File: src/rtl/alp_carry_shift_ctl.sv
// rtl/alp_carry_shift_ctl.sv - ALP slice carry chain, shift links, shift sequencer and condition codes
// Optional feature: define ALP_ROTATE_EN to build the rotate-mode wrap paths.
module alp_carry_shift_ctl #(
   parameter int SLICES = 8
) (
   input  logic              clk,
   input  logic              reset_l,
   input  logic [SLICES-1:0] g_h,
   input  logic [SLICES-1:0] p_h,
   input  logic              v_msb_h,
   input  logic [SLICES-1:0] wmuxz_l,
   input  logic [SLICES-1:0] shl_sout_h,
   input  logic [SLICES-1:0] shr_sout_h,
   output logic [SLICES-1:0] carry_in_h,
   output logic [SLICES-1:0] shl_sin_h,
   output logic [SLICES-1:0] shr_sin_h,
   input  logic [1:0]        cin_sel_h,
   input  logic              start_h,
   input  logic [4:0]        count_h,
   input  logic              dir_h,
   input  logic [1:0]        mode_h,
   output logic              busy_h,
   output logic              shift_step_h,
   output logic              done_h,
   input  logic              cc_load_h,
   output logic              cc_n_h,
   output logic              cc_z_h,
   output logic              cc_v_h,
   output logic              cc_c_h
);

   localparam logic [1:0] MODE_ARITH = 2'b01;
`ifdef ALP_ROTATE_EN
   localparam logic [1:0] MODE_ROT   = 2'b10;
`endif

   typedef enum logic [1:0] {
      ST_IDLE  = 2'b00,
      ST_SHIFT = 2'b01,
      ST_DONE  = 2'b10
   } state_t;

   state_t      state_q;
   logic [4:0]  rem_q;
   logic        dir_q;
   logic [1:0]  mode_q;
   logic        busy_q;
   logic        step_q;
   logic        done_q;

   logic        cc_n_q, cc_z_q, cc_v_q, cc_c_q;
   logic        cc_n_d, cc_z_d, cc_v_d, cc_c_d;

   logic [SLICES:0] c;
   logic [1:0]      eff_mode;
   logic            fill_l;
   logic            fill_r;

   // The C flag doubles as the saved carry fed back through cin_sel_h.
   always_comb begin
      c = '0;
      case (cin_sel_h)
         2'b00:   c[0] = 1'b0;
         2'b01:   c[0] = 1'b1;
         2'b10:   c[0] = cc_c_q;
         default: c[0] = ~cc_c_q;
      endcase
      for (int i = 0; i < SLICES; i++) begin
         c[i+1] = g_h[i] | (p_h[i] & c[i]);
      end
   end

   assign carry_in_h = c[SLICES-1:0];

   always_comb begin
      eff_mode = (state_q == ST_SHIFT) ? mode_q : mode_h;
      fill_l   = 1'b0;
      fill_r   = 1'b0;
      if (eff_mode == MODE_ARITH) begin
         fill_r = shl_sout_h[SLICES-1];
      end
`ifdef ALP_ROTATE_EN
      if (eff_mode == MODE_ROT) begin
         fill_l = shl_sout_h[SLICES-1];
         fill_r = shr_sout_h[0];
      end
`endif
   end

   assign shl_sin_h = {shl_sout_h[SLICES-2:0], fill_l};
   assign shr_sin_h = {fill_r, shr_sout_h[SLICES-1:1]};

   always_ff @(posedge clk or negedge reset_l) begin
      if (!reset_l) begin
         state_q <= ST_IDLE;
         rem_q   <= '0;
         dir_q   <= 1'b0;
         mode_q  <= 2'b00;
         busy_q  <= 1'b0;
         step_q  <= 1'b0;
         done_q  <= 1'b0;
      end else begin
         case (state_q)
            ST_IDLE: begin
               done_q <= 1'b0;
               if (start_h) begin
                  rem_q  <= count_h;
                  dir_q  <= dir_h;
                  mode_q <= mode_h;
                  busy_q <= 1'b1;
                  if (count_h == 5'd0) begin
                     state_q <= ST_DONE;
                     done_q  <= 1'b1;
                  end else begin
                     state_q <= ST_SHIFT;
                     step_q  <= 1'b1;
                  end
               end
            end
            ST_SHIFT: begin
               rem_q <= rem_q - 5'd1;
               if (rem_q == 5'd1) begin
                  state_q <= ST_DONE;
                  step_q  <= 1'b0;
                  done_q  <= 1'b1;
               end
            end
            ST_DONE: begin
               state_q <= ST_IDLE;
               busy_q  <= 1'b0;
               done_q  <= 1'b0;
            end
            default: begin
               state_q <= ST_IDLE;
               busy_q  <= 1'b0;
               step_q  <= 1'b0;
               done_q  <= 1'b0;
            end
         endcase
      end
   end

   // A shift step owns C; a coincident cc load still updates N, Z and V.
   always_comb begin
      cc_n_d = cc_n_q;
      cc_z_d = cc_z_q;
      cc_v_d = cc_v_q;
      cc_c_d = cc_c_q;
      if (cc_load_h) begin
         cc_n_d = shl_sout_h[SLICES-1];
         cc_z_d = ~|wmuxz_l;
         cc_v_d = v_msb_h;
         cc_c_d = c[SLICES];
      end
      if (step_q) begin
         cc_c_d = dir_q ? shr_sout_h[0] : shl_sout_h[SLICES-1];
      end
   end

   always_ff @(posedge clk or negedge reset_l) begin
      if (!reset_l) begin
         cc_n_q <= 1'b0;
         cc_z_q <= 1'b0;
         cc_v_q <= 1'b0;
         cc_c_q <= 1'b0;
      end else begin
         cc_n_q <= cc_n_d;
         cc_z_q <= cc_z_d;
         cc_v_q <= cc_v_d;
         cc_c_q <= cc_c_d;
      end
   end

   assign busy_h       = busy_q;
   assign shift_step_h = step_q;
   assign done_h       = done_q;
   assign cc_n_h       = cc_n_q;
   assign cc_z_h       = cc_z_q;
   assign cc_v_h       = cc_v_q;
   assign cc_c_h       = cc_c_q;

endmodule

File: config.mk
export PLATFORM = sky130hd
export DESIGN_NAME = alp_carry_shift_ctl
export DESIGN_NICKNAME = d
export VERILOG_FILES = /design/src/rtl/alp_carry_shift_ctl.sv
export SDC_FILE = /design/constraint.sdc
export NUM_CORES = 1
export LEC_CHECK = 0
export CORE_MARGIN = 2
export CORE_UTILIZATION = 37
export CTS_CLUSTER_DIAMETER = 200
export DETAILED_ROUTE_END_ITERATION = 7
export HOLD_SLACK_MARGIN = 0.05
export PLACE_DENSITY = 0.85
export SLEW_MARGIN = 30
export SYNTH_ARGS = -nofsm -noshare
export SYNTH_HDL_FRONTEND = slang
export SYNTH_SLANG_ARGS = --single-unit
File: constraint.sdc
create_clock -name clk -period 4.4 [get_ports clk]
set_clock_uncertainty 0.05 [all_clocks]
set_input_delay 0.88 -clock clk [delete_from_list [all_inputs] [get_ports clk]]
set_output_delay 0.88 -clock clk [all_outputs]
set_load 0.05 [all_outputs]
; Yosys cells after proc, flatten, opt, wreduce, memory -nomap -nowiden
; Index checks and enable logic that the tools add are counted.
[word_totals]
reg_bits = 17
wordCells = 74
out_inout_bits = 31
[op_classes]
n_mux = 22
n_reduce_logical = 12
bitwise_logic = 19
n_eq_ne = 9
addsub = 1
[ops]
columns = op, n
row1 = 1-bit two-way mux, 11
row2 = 5-bit case mux with 2 select lines, 1
row3 = 1-bit bitwise AND, 8
row4 = 2-bit two-way mux, 4
row5 = 1-bit OR, 8
row6 = 2-bit AND reduction, 4
row7 = 8-bit OR reduction, 1
row8 = "2-bit by 1-bit == test with 1-bit output, second input constant", 3
row9 = 1-bit case mux with 3 select lines, 2
row10 = "5-bit by 1-bit == test with 1-bit output, second input constant", 1
row11 = 5-bit logical NOT, 1
row12 = 5-bit two-way mux, 1
row13 = "5-bit by 1-bit subtractor with 5-bit output, second input constant", 1
row14 = "2-bit == test, second input constant", 2
row15 = 2-bit logical NOT, 2
row16 = "2-bit != test, second input constant", 2
row17 = 1-bit case mux with 2 select lines, 2
row18 = 2-bit case mux with 2 select lines, 1
row19 = 4-bit AND reduction, 1
row20 = 2-bit nonzero test, 2
row21 = 1-bit inverter, 3
row22 = "2-bit by 1-bit != test with 1-bit output, second input constant", 1
row23 = 1-bit logical NOT, 1

; Longest topological paths before layout
[depth]
ltp_word = 20
depth_mapped = 6

; Worst setup path after synthesis
; Ideal clock, no wire load.
[synth_path]
kind = input port to output port
from = input cin_sel_h[0]
to = output carry_in_h[5]
slack_ns = 0.888
arrival_ns = 2.582
stages = 4
required_time_ns = 3.470
path_cell_list = and4b_4 > a2111oi_4 > o21bai_1 > a21o_1
[synth_between]
elab_chain_cells = 12
[synth_rtl]
columns = item, line
row1 = start: declaration, 17  ; input logic [1:0] cin_sel_h,
row2 = 2-bit == test (tied with other cells), 62  ; case (cin_sel_h)
row3 = 1-bit case mux with 3 select lines *, 62
row4 = 1-bit bitwise AND *, 69  ; c[i+1] = g_h[i] | (p_h[i] & c[i]);
row5 = 1-bit OR *, 69
row6 = 1-bit bitwise AND *, 69
row7 = 1-bit OR *, 69
row8 = 1-bit bitwise AND *, 69
row9 = 1-bit OR *, 69
row10 = 1-bit bitwise AND *, 69
row11 = 1-bit OR *, 69
row12 = via carry_in_h[4], 14  ; output logic [SLICES-1:0] carry_in_h,
row13 = 1-bit bitwise AND *, 69
row14 = 1-bit OR *, 69
row15 = end: declaration, 14
; The timed path passes the listed nets; every way through them passes the cells marked *.

; Worst setup path after layout
[layout_path]
from = input cin_sel_h[0]
to = output carry_in_h[5]
[layout_between]
elab_chain_cells = 12
[layout_rtl]
columns = item, line
row1 = 2-bit == test (tied with other cells), 62
row2 = 1-bit case mux with 3 select lines *, 62
row3 = 1-bit bitwise AND *, 69
row4 = 1-bit OR *, 69
row5 = 1-bit bitwise AND *, 69
row6 = 1-bit OR *, 69
row7 = 1-bit bitwise AND *, 69
row8 = 1-bit OR *, 69
row9 = 1-bit bitwise AND *, 69
row10 = 1-bit OR *, 69
row11 = 1-bit bitwise AND *, 69
row12 = 1-bit OR *, 69
; Every way passes the cells marked *; elsewhere a longest branch is shown, timed or not.

==> results <==
-- state kept, by name, summed over array words and instances (netlist names) --
signal        cells
rem_q             5
mode_q            2
state_q           2
busy_h            1
cc_c_h            1
cc_n_h            1
cc_v_h            1
cc_z_h            1
dir_q             1
done_h            1
shift_step_h      1
-- layer usage --
metal	GRT usage	part of all wire	wire (um)
met1	0.187	0.37	1110
met2	0.347	0.52	1570
met3	0.0725	0.11	341
met4	0.0186	0.0043	13
met5	0	0	0
-- worst paths after layout --
path,startpoint,to,depth (start not counted)
hold / removal,mode_q[0]$_DFFE_PN0P_,mode_q[0]$_DFFE_PN0P_,1
setup / recovery,cin_sel_h[0],carry_in_h[5],6
max in group asynchronous,reset_l,rem_q[4]$_DFFE_PN0P_,1
setup reg to reg,state_q[0]$_DFFE_PN0P_,done_h$_DFFE_PN0P_,3
min in group asynchronous,reset_l,rem_q[0]$_DFFE_PN0P_,1
hold reg to reg,mode_q[0]$_DFFE_PN0P_,mode_q[0]$_DFFE_PN0P_,1
-- cells by family after synthesis --
group	count (synthesis)	synth area share
other	1	0.00312
xor gates and xnor gates	1	0.00729
buffers and inverters	24	0.125
and+or+nand+nor	33	0.157
AOI/OAI and AO/OA	41	0.270
DFF	17	0.354
muxes	7	0.0635
adders and majority gates	2	0.0208
-- where the power goes --
group | switching, mW | internal, mW | leakage, nW
sequential | 0.0851 | 0.223 | 0.201
clock | 0.0540 | 0.0346 | 0.0139
combinational | 0.253 | 0.200 | 0.469
total | 0.392 | 0.458 | 0.684
-- area by class of cell --
class / instances / area (um2) / area share
Sequential cell: 17 / 425 / 0.247
Clock inverter: 1 / 7.51 / 0.00436
Inverter: 6 / 22.5 / 0.0131
Clock buffer: 3 / 22.5 / 0.0131
Tap cell: 44 / 55.1 / 0.0320
Multi-Input combinational cell: 85 / 627 / 0.364
Timing Repair Buffer: 56 / 561 / 0.326
-- synthesized netlist by cell type, drive strengths merged, types with 2 or more instances --
cell type,number
a211oi,2
a21o,5
a21oi,7
and2,3
buf,16
clkbuf,2
dfrtp,17
ha,2
inv,6
mux2,5
mux2i,2
nand2,7
nand2b,2
nand3,3
nor2,6
nor2b,2
nor3,2
nor4,2
o21a,2
o21ai,7
o22a,4
o22ai,3
-- through the flow --
stage | cells | total power, mW | worst slack (ns)
after floorplan | 126 | 0.639 | 0.888
after global placement | 208 | 0.743 | 0.564
after detailed placement | 208 | 0.764 | 0.535
after CTS | 212 | 0.856 | 0.520
after global routing | 212 | 0.909 | 0.420
final | 212 | 0.850 | 0.523
-- cells in the final DEF, fill, tap and decap left out, types with 2 or more instances in the layout --
master | synthesis | final
o21ai_0 | 5 | 5
inv_1 | 6 | 6
nor2_1 | 5 | 5
and2_1 | 2 | 2
mux2_2 | 2 | 2
nor2b_1 | 2 | 2
o22ai_1 | 3 | 3
dfrtp_1 | 17 | 17
o22a_1 | 4 | 4
nor4_1 | 2 | 2
mux2i_1 | 2 | 2
nor3_1 | 2 | 2
nand3_1 | 3 | 3
a21o_1 | 5 | 5
clkdlybuf4s50_1 | 0 | 56
mux2_1 | 3 | 3
o21a_1 | 2 | 2
clkbuf_4 | 0 | 3
nand2b_1 | 2 | 2
nand2_1 | 7 | 7
a21oi_1 | 6 | 6
ha_1 | 2 | 2
==> results.yml <==
yosys:
  syn_area_per_cell_um2: 9.54
  synth_cells: 126
  synth-edff-count: 0
  yosysTopAreaCell: "dfrtp_1"
  synthTopCellsByArea: "dfrtp_1 35%, buf_4 10%, a21o_1 3.1%"
  synth.top_cell.area_share: 0.354
  ys.flop_type: "dfrtp_1"
  yosysSeqAreaShare: 0.354
  syn_area_mm2: 0.00120
  ys_ff_latch: 17
  synth_nets: 183
  ys_warn_count: 0
  synth_cell_types: 48
  synthArstFlopShare: 1.00
sta:
  maxSlewViolCount: 0
  fmax_mhz: 258
  max-slew-margin-rel: 0.509
  fin_tns_setup_ns: 0
  rsz0062_at_grt: "false"
  period_share: 0.881
  timing.hold.ws_ns: 0.451
  hold_viol_final: 0
  setup_violations: 0
  worst_slew_pin_slew_ns: 0.734
  finalCriticalPeriod_ns: 3.88
clock_network:
  clk_pin_slew_ns: 0.11
  h-tree-depth: 1
  clkSinkCount: 17
  cts_tree: "done"
  post_cts_resized: 0
  postCtsHoldBufs: 0
  numCtsBuffers: 3
  cts.path.max_buffers: 2
  cts_setup_buffers: 0
  clock_tree.root_cell: "clkbuf_4"
  insertion_delay_ns: 0.29
final_layout:
  fin_area_mm2: 0.00172
  fillCellCount: 272
  antennaDiodeCount: 0
  drive_gt1_frac: 0.0893
  num-nets-final: 226
  syn2layout_area_growth_pct: 43.1
  fin_util: 0.559
critical_path:
  path_buf_inv: 2
  crit_arrival_ns: 2.95
  crit_path_end_kind: "output pin"
  cpMaxStageDelayCell: "clkdlybuf4s50_1"
  worst_path_most_repeated_cell: "clkdlybuf4s50_1"
  critical_path.cell_chain: "clkdlybuf4s50_1 > and4b_4 > a2111oi_4 > o21bai_1 > a21o_1 > clkdlybuf4s50_1"
  start_kind: "primary input"
  crit_fanout: 3
  criticalPathCategory: "primary input to output pin"
  critPathRequiredTime_ns: 3.47
  worst_path_largest_cell_delay_ns: 0.70
  crit_family: "buffers and inverters"
  rrSetupSlack_ns: 2.87
routing:
  viasPerCell: 5.25
  wl_mm: 3.04
  drt_iter0_markers: 76
  antenna_left: 0
  firstDrtPassIters: 4
  drc_errors: 0
  wl_per_cell_um: 14.3
  vias: 1114
pwr:
  p_leak_nw: 0.684
  worst_ir_drop_vdd_mv: 0.215
  power_density_mw_per_mm2: 494
global_routing:
  antenna_found_initial: 0
  track_usage: 0.180
  grt_pass1_wl_mm: 5.06
  grt_overflow: 0
  grt_max_degree: 18
  grt_pass1_vias: 1115
die:
  rows: 20
  die_h_um: 61.0
  start_util: 0.391
  pin_count: 86
  core-area_mm2: 0.00308
  dieArea_mm2: 0.00372
  die_x_um: 61.0
placed_design:
  placed_area_mm2: 0.00169
  io_buffers: 56
  gp_congestion: 0.890
  dp_hpwl_mm: 2.49
job:
  maxCapViolCount: 0
status:
  status: "finished clean"
hold_path:
  hold_path.class: "flip-flop to flip-flop"
(Power assumes the default switching activity.)
